==> config.mk <==
export PLATFORM = sky130hd
export DESIGN_NAME = mem_access_unit
export DESIGN_NICKNAME = d
export VERILOG_FILES = /design/src/rtl/mem_access_unit.sv
export SDC_FILE = /design/constraint.sdc
export NUM_CORES = 1
export LEC_CHECK = 0
export BUFFER_PORTS_ARGS = -buffer_cell sky130_fd_sc_hd__buf_2
export CAP_MARGIN = 20
export CORE_MARGIN = 2
export CORE_UTILIZATION = 30
export DETAILED_ROUTE_END_ITERATION = 8
export GPL_TIMING_DRIVEN = 0
export SETUP_SLACK_MARGIN = 0.1
export SYNTH_ARGS = -nofsm -noshare
export SYNTH_HDL_FRONTEND = slang
export SYNTH_SLANG_ARGS = --single-unit
export TNS_END_PERCENT = 5
==> constraint.sdc <==
create_clock -name clk -period 1.96 [get_ports clk]
set_input_delay 0.196 -clock clk [delete_from_list [all_inputs] [get_ports clk]]
set_output_delay 0.196 -clock clk [all_outputs]
set_load 0.01 [all_outputs]
==> src/rtl/mem_access_unit.sv <==
// mem_access_unit: memory-stage load/store unit.
// Launches one req/ack transaction per legal EX/MEM access and stalls the
// front of the pipeline until it completes or times out.
module mem_access_unit #(
   parameter int unsigned TIMEOUT = 255
) (
   input  logic        clk,
   input  logic        rst,
   input  logic        ex_mem_ins_valid,
   input  logic        ex_mem_memread,
   input  logic        ex_mem_memwrite,
   input  logic [2:0]  ex_mem_funct3,
   input  logic [31:0] ex_mem_aluout,
   input  logic [31:0] ex_mem_store_data,
   output logic [31:0] aluout1,
   output logic [31:0] aluout2,
   output logic        mem_ins_valid,
   output logic        mem_stall,
   output logic        mem_fault,
   output logic        bus_err,
   output logic        dmem_req,
   output logic        dmem_we,
   output logic [31:0] dmem_addr,
   output logic [31:0] dmem_wdata,
   output logic [3:0]  dmem_be,
   input  logic        dmem_ack,
   input  logic [31:0] dmem_rdata
);

   localparam int unsigned CNT_W = 10;

   typedef enum logic [1:0] {S_IDLE, S_REQ, S_DONE} state_t;

   state_t           r_state;
   state_t           w_next;
   logic [CNT_W-1:0] r_cnt;
   logic [31:0]      r_cap;
   logic             r_bus_err;
   logic             r_req;
   logic             r_we;
   logic [31:0]      r_addr;
   logic [31:0]      r_wdata;
   logic [3:0]       r_be;

   logic             w_access;
   logic             w_legal_f3;
   logic             w_misaligned;
   logic             w_fault;
   logic             w_go;
   logic             w_tmo_hit;
   logic [31:0]      w_st_wdata;
   logic [3:0]       w_st_be;
   logic [7:0]       w_ld_byte;
   logic [15:0]      w_ld_half;
   logic [31:0]      w_ld_data;

   // Access decode: legality of funct3 and natural alignment
   always_comb begin
      w_access     = ex_mem_ins_valid & (ex_mem_memread | ex_mem_memwrite);
      w_legal_f3   = 1'b0;
      w_misaligned = 1'b0;
      if (ex_mem_memread) begin
         case (ex_mem_funct3)
            3'b000, 3'b001, 3'b010, 3'b100, 3'b101: w_legal_f3 = 1'b1;
            default:                                w_legal_f3 = 1'b0;
         endcase
      end else begin
         case (ex_mem_funct3)
            3'b000, 3'b001, 3'b010: w_legal_f3 = 1'b1;
            default:                w_legal_f3 = 1'b0;
         endcase
      end
      case (ex_mem_funct3[1:0])
         2'b01:   w_misaligned = ex_mem_aluout[0];
         2'b10:   w_misaligned = |ex_mem_aluout[1:0];
         default: w_misaligned = 1'b0;
      endcase
      w_fault   = w_access & (~w_legal_f3 | w_misaligned);
      w_go      = w_access & ~w_fault;
      w_tmo_hit = (r_cnt == CNT_W'(TIMEOUT - 1));
   end

   // Store lane replication and byte enables
   always_comb begin
      w_st_wdata = ex_mem_store_data;
      w_st_be    = 4'b1111;
      case (ex_mem_funct3[1:0])
         2'b00: begin
            w_st_wdata = {4{ex_mem_store_data[7:0]}};
            w_st_be    = 4'b0001 << ex_mem_aluout[1:0];
         end
         2'b01: begin
            w_st_wdata = {2{ex_mem_store_data[15:0]}};
            w_st_be    = 4'b0011 << {ex_mem_aluout[1], 1'b0};
         end
         default: ;
      endcase
   end

   // Load lane selection and sign/zero extension
   always_comb begin
      case (ex_mem_aluout[1:0])
         2'b00:   w_ld_byte = dmem_rdata[7:0];
         2'b01:   w_ld_byte = dmem_rdata[15:8];
         2'b10:   w_ld_byte = dmem_rdata[23:16];
         default: w_ld_byte = dmem_rdata[31:24];
      endcase
      w_ld_half = ex_mem_aluout[1] ? dmem_rdata[31:16] : dmem_rdata[15:0];
      case (ex_mem_funct3)
         3'b000:  w_ld_data = {{24{w_ld_byte[7]}}, w_ld_byte};
         3'b001:  w_ld_data = {{16{w_ld_half[15]}}, w_ld_half};
         3'b100:  w_ld_data = {24'd0, w_ld_byte};
         3'b101:  w_ld_data = {16'd0, w_ld_half};
         default: w_ld_data = dmem_rdata;
      endcase
   end

   // State register
   always_ff @(posedge clk or negedge rst) begin
      if (!rst) r_state <= S_IDLE;
      else      r_state <= w_next;
   end

   // Next-state logic; ack outside REQ is never looked at
   always_comb begin
      w_next = r_state;
      case (r_state)
         S_IDLE:  if (w_go) w_next = S_REQ;
         S_REQ:   if (dmem_ack || w_tmo_hit) w_next = S_DONE;
         default: w_next = S_IDLE;
      endcase
   end

   // Bus launch, timeout counter and load-data capture
   always_ff @(posedge clk or negedge rst) begin
      if (!rst) begin
         r_cnt     <= '0;
         r_cap     <= '0;
         r_bus_err <= 1'b0;
         r_req     <= 1'b0;
         r_we      <= 1'b0;
         r_addr    <= '0;
         r_wdata   <= '0;
         r_be      <= '0;
      end else begin
         r_bus_err <= 1'b0;
         case (r_state)
            S_IDLE: begin
               if (w_go) begin
                  r_req   <= 1'b1;
                  r_we    <= ex_mem_memwrite & ~ex_mem_memread;
                  r_addr  <= {ex_mem_aluout[31:2], 2'b00};
                  r_wdata <= w_st_wdata;
                  r_be    <= w_st_be;
                  r_cnt   <= '0;
               end
            end
            S_REQ: begin
               if (dmem_ack) begin
                  r_req <= 1'b0;
                  r_we  <= 1'b0;
                  r_cap <= ex_mem_memread ? w_ld_data : 32'd0;
               end else if (w_tmo_hit) begin
                  r_req     <= 1'b0;
                  r_we      <= 1'b0;
                  r_cap     <= '0;
                  r_bus_err <= 1'b1;
               end else begin
                  r_cnt <= r_cnt + CNT_W'(1);
               end
            end
            default: ;
         endcase
      end
   end

   // Pipeline-facing outputs; all forced low while reset is asserted
   always_comb begin
      aluout1       = rst ? ex_mem_aluout : 32'd0;
      aluout2       = (rst && r_state == S_DONE) ? r_cap : 32'd0;
      mem_fault     = rst & w_fault;
      mem_stall     = rst & (((r_state == S_IDLE) & w_go) | (r_state == S_REQ));
      mem_ins_valid = rst & ex_mem_ins_valid & ~w_fault &
                      ~((r_state == S_DONE) & r_bus_err);
      bus_err       = r_bus_err;
      dmem_req      = r_req;
      dmem_we       = r_we;
      dmem_addr     = r_addr;
      dmem_wdata    = r_wdata;
      dmem_be       = r_be;
   end

endmodule

# == Yosys cells after proc, flatten, opt, wreduce, memory -nomap -nowiden ==
# Index checks and enable logic that the tools add are counted.
# totals
word_cells,92
output_inout_bits,138
ff_bits,113
input_bits,105
# classes
n_reduce_logical,16
n_mux,30
shift,2
addsub,1
bitwise,18
eq_ne,16
# op_table
cell,n
32-bit 2-to-1 mux,5
32-bit case mux with 4 select lines,1
32-bit case mux with 2 select lines,1
10-bit 2-to-1 mux,3
8-bit case mux with 3 select lines,1
10-bit case mux with 2 select lines,1
16-bit 2-to-1 mux,1
1-bit bitwise AND,11
"10-bit by 1-bit adder with 10-bit output, second input constant",1
"10-bit by 8-bit == test with 1-bit output, second input constant",1
1-bit 2-to-1 mux,10
"2-bit != test, second input constant",4
4-bit case mux with 2 select lines,1
"2-bit by 1-bit == test with 1-bit output, second input constant",3
"2-bit == test, second input constant",3
"3-bit == test, second input constant",2
2-bit zero test,3
1-bit case mux with 2 select lines,3
2-bit AND reduction,3
5-bit OR reduction,1
2-bit 2-to-1 mux,2
1-bit NOT,4
2-bit case mux with 2 select lines,1
4-bit AND reduction,1
13 further kinds,16

# == Longest topological paths before layout ==
# logic_depth
depth_word,12
mapped_depth,9
depth_no_buf,7

# == Worst setup path before layout ==
# No wires, ideal clock.
# synth_path
path_type,register to register
startpoint,register r_cnt[0]
endpoint,register r_cap[28]
stages_incl_launch_ff,8
setup_ps,126
synth_period_minus_slack_ps,1988
t_required_ps,1834
arrival_ps,1862
setup_slack_ps,-28
path_buffers,1
cell_sequence,dfrtp_1 > inv_1 > ha_1 > or3b_4 > nor3_4 > o21ai_4 > buf_6 > a221o_1
# synth_via
elab_chain_len,3
# synth_lines
item,line,rtl
start: declaration,36,logic [CNT_W-1:0] r_cnt;
start signal: assignment,169,r_cnt <= r_cnt + CNT_W'(1);
10-bit by 8-bit == test with 1-bit output,80,w_tmo_hit = (r_cnt == CNT_W'(TIMEOUT - 1));
2-bit nonzero test (no line),-,
2-bit AND reduction (no line),-,
end signal: assignment,162,r_cap <= ex_mem_memread ? w_ld_data : 32'd0;
end: declaration,37,logic [31:0] r_cap;
# No other way between the ends.
# A chain may end at the register's enable or synchronous reset.

# == Worst setup path after layout ==
# layout_path
startpoint,input ex_mem_funct3[0]
endpoint,output mem_stall
# layout_via
elab_chain_len,12
elab_cells_between_ends,21
cone_classes,6 x eq/ne; 4 x mux; 8 x bitwise; 3 x reduce/logical
# layout_lines
item,line,rtl
start: declaration,12,"input logic [2:0] ex_mem_funct3,"
"3-bit == test, or another cell as far along",63,case (ex_mem_funct3)
5-bit OR reduction / 3-bit OR reduction (equally long branches),"63, 68",
"1-bit 2-to-1 mux, on equally long branches","63, 68",
1-bit 2-to-1 mux,62,if (ex_mem_memread) begin
1-bit NOT,78,w_fault = w_access & (~w_legal_f3 | w_misaligned);
1-bit bitwise OR *,78,
1-bit bitwise AND *,78,
1-bit NOT *,79,w_go = w_access & ~w_fault;
1-bit bitwise AND *,79,
1-bit bitwise AND *,182,mem_stall = rst & (((r_state == S_IDLE) & w_go) | (r_state == S_REQ));
1-bit bitwise OR *,182,
1-bit bitwise AND *,182,
end: declaration,18,"output logic mem_stall,"
# Every way passes the cells marked *; elsewhere a longest branch is shown, timed or not.

==> impl_metrics.json <==
{
  "routed_wire_length_per_instance_um": 17.9,
  "detailedRoute.firstPassIterationCount": 5,
  "finalNetCount": 899,
  "grt_pass1_vias": 4990,
  "std_cell_rows": 50,
  "synthArstFlopShare_pct": 100,
  "core_area_um2": 18800,
  "failing_checks": "hold timing",
  "static-leakage-power_uw": 0.00409,
  "unrepaired_setup_endpoints_after_global_routing": "yes",
  "fmax_mhz": 524,
  "report.final.hold_viol_count": 85,
  "postLayoutSetupSlackWorst_ns": 0.0504,
  "cts-htree-levels": 4,
  "clock_latency_ns": 0.41,
  "clock-sinks": 113,
  "grt_start_max_net_pins": 92,
  "timing.setup.critical_path_class": "primary input to output pin",
  "dp_worst_setup_slack_ns": -0.579,
  "drt_wl_total_um": 18600,
  "number_of_antenna_violations_at_the_first_check_in_global_routing": 3,
  "groute.usage.overall_pct": 17.7,
  "floorplan.die.height_um": 142,
  "finClkSkew_ns": 0.00857,
  "status": "finished with violations",
  "drcViolationCount": 0,
  "mappedNetlistArea_um2": 5750,
  "synth-seq-cells": 113,
  "setup-violations-final": 0,
  "start_util_pct": 30.6,
  "syn-mean-instance-area_um2": 11.4,
  "cts_hold_repair.buffers": 3,
  "ant_nets": 0,
  "vias": 5110,
  "synth_sequential_area_ratio_pct": 49.2,
  "power.ir.vdd_worst_mv": 0.588,
  "max_cap_violations": 0,
  "number_of_enable_type_register_cells_in_the_synthesized_netlist": 0,
  "final.min_clock_period_ns": 1.91,
  "worst-slew-pin-transition_ns": 0.658,
  "p_per_area_nw_per_um2": 1100,
  "maxSlewHeadroom_pct": 55.9,
  "overall_die_width_um": 142,
  "critical_path.endpoint_type": "output pin",
  "gp_congestion": 0.830,
  "min-delay-path-class": "primary input to asynchronous set/reset pin",
  "io_buffers": 239,
  "postLayoutCoreUtil_pct": 44.3,
  "cts_made_buffers": 17,
  "worstPathArrival_ns": 1.71,
  "global_route_wire_length_before_repair_um": 27300,
  "die_area_um2": 20300,
  "final-max-slew-violation-count": 0,
  "post_synthesis_to_final_layout_area_growth_pct": 44.5,
  "grt-ovfl-total": 0,
  "drt-vias-per-instance": 4.91,
  "path_clk_slew_ns": 0.06,
  "post_synth_inst_count": 504,
  "ys.warnings.count": 0,
  "clock_path_buffers": 2,
  "timing.critical_path.from_type": "primary input",
  "dp_hpwl_um": 13800,
  "crit_fanout": 7,
  "required_time_at_the_worst_slack_endpoint_ns": 1.76,
  "yosys_most_used_dff": "dfrtp_1",
  "netlist-cell-type-count": 56,
  "drt_iter0_drc": 207,
  "hold_slack_ns": -0.198,
  "period_share_pct": 97.4,
  "io_pins": 243,
  "cts_tree": "done",
  "post_route_cells_drive_above_1_share_pct": 52.2,
  "cts.root.buffer_cell": "clkbuf_16"
}
[metal layers]
metal	track usage, %	wire length, µm
met4	7.09	460
met2	30.5	9120
met3	4.31	1080
met5	0	0
met1	21.3	7910
[registers in the layout, summed over array words and instances, names as in the netlist]
register and count:
r_state 2, r_cnt 10, dmem_addr 30, dmem_be 4, r_cap 32, bus_err 1, dmem_we 1, dmem_wdata 32
dmem_req 1
[layout make-up]
| type | count | area [µm²] |
|---|---|---|
| Clock buffer | 18 | 439 |
| Timing Repair Buffer | 265 | 1470 |
| Antenna cell | 4 | 10.0 |
| Inverter | 8 | 30.0 |
| Tap cell | 234 | 293 |
| Fill cell | 1851 | 10500 |
| Buffer | 37 | 278 |
| Clock inverter | 14 | 133 |
| Sequential cell | 113 | 2830 |
| Multi-Input combinational cell | 347 | 2830 |
[cell families after synthesis]
logic type / Yosys count / synth area share, %
multiplexers: 78 / 15.5
AO/OA/AOI/OAI: 92 / 13.3
adder cells (fa/ha/maj): 5 / 1.09
other: 1 / 0.0652
XOR/XNOR: 3 / 0.457
AND/OR/NAND/NOR: 167 / 16.4
flip-flops: 113 / 49.2
buffers and inverters: 45 / 4.05
[final timing paths]
path / start / endpoint / slack (ns) / cells past startpoint
min in group clk: ex_mem_aluout[31] / dmem_addr[31] / 0.03 / 2
worst max-delay path: ex_mem_funct3[0] / mem_stall / 0.05 / 11
worst min-delay path: rst / r_cap[18] / -0.20 / 2
worst min register to register: r_cap[0] / r_cap[0] / 0.48 / 1
max in group asynchronous: rst / r_cap[15] / 1.35 / 4
worst max register to register: r_cnt[0] / r_cap[19] / 0.08 / 7
[metrics by stage]
stage | instances | setup TNS, ns | total power [µW] | instance area, µm²
3_3_place_gp | 978 | -243.52 | 5950 | 7240
3_5_place_dp | 979 | -38.47 | 6010 | 7280
5_1_grt | 1039 | -0.0869 | 9650 | 8300
2_1_floorplan | 505 | 0 | 4860 | 5750
4_1_cts | 1029 | -0.00529 | 9110 | 8100
6_report | 1040 | 0 | 9140 | 8310
[cells in the mapped netlist, drive strengths merged, types with 2 or more instances]
| cell | n | area share, % |
|---|---|---|
| ha | 5 | 1.1 |
| xnor2 | 3 | 0.46 |
| a22o | 9 | 1.4 |
| a211oi | 9 | 1.2 |
| and2 | 67 | 7.3 |
| o32ai | 2 | 0.30 |
| nand2b | 2 | 0.22 |
| clkbuf | 18 | 1.2 |
| or4 | 2 | 0.26 |
| nor3b | 8 | 1.0 |
| a21oi | 5 | 0.44 |
| nor4 | 4 | 0.44 |
| nor3 | 5 | 0.72 |
| nor2b | 3 | 0.33 |
| a222oi | 6 | 1.0 |
| a221o | 16 | 2.8 |
| o31ai | 2 | 0.26 |
| mux2 | 76 | 15 |
| and3b | 2 | 0.30 |
| buf | 19 | 2.4 |
| o2bb2ai | 15 | 2.3 |
| o21ai | 9 | 0.98 |
| a22oi | 9 | 1.2 |
| o21a | 2 | 0.26 |
| or3 | 2 | 0.22 |
| nand3 | 6 | 0.61 |
| inv | 8 | 0.52 |
| a21o | 2 | 0.26 |
| or3b | 2 | 0.35 |
| nand2 | 45 | 2.9 |
| nor2 | 13 | 0.85 |
| dfrtp | 113 | 49 |
[layout by cell type, fill, tap and decap left out, drive strengths merged, types with 3 or more instances in the layout]
| cell type | instances |
|---|---|
| clkinvlp | 6 |
| dfrtp | 113 |
| nor2b | 3 |
| nor3b | 8 |
| o2bb2ai | 15 |
| nor4 | 4 |
| a211oi | 9 |
| nand3 | 6 |
| clkbuf | 36 |
| and2 | 67 |
| xnor2 | 3 |
| a221o | 16 |
| nor3 | 5 |
| a22oi | 9 |
| mux2 | 76 |
| nor2 | 13 |
| inv | 11 |
| buf | 283 |
| o21ai | 9 |
| a21oi | 5 |
| diode | 4 |
| a22o | 9 |
| nand2 | 45 |
| clkinv | 4 |
| ha | 5 |
| a222oi | 6 |
[worst max-delay path, cell delays in order]
cell and delay [ns]:
buf_2 0.12, inv_1 0.07, ha_2 0.21, or2_1 0.20, buf_4 0.18, a2bb2oi_4 0.16
nor2_4 0.06, buf_8 0.12, buf_8 0.11, o21a_1 0.15, buf_2 0.13
[where the power goes]
part / internal [µW] / switching [µW]
clock: 1790 / 1180
combinational: 1410 / 1270
sequential: 3110 / 385
total: 6310 / 2830
[timing repair]
action	CTS	global route
hold endpoints to repair	28	85
setup buffers	15	7
pin swaps	7	12
resized for setup	29	43
endpoints found under the setup margin	142	115
Note: power is estimated with default switching activity, not from simulation.
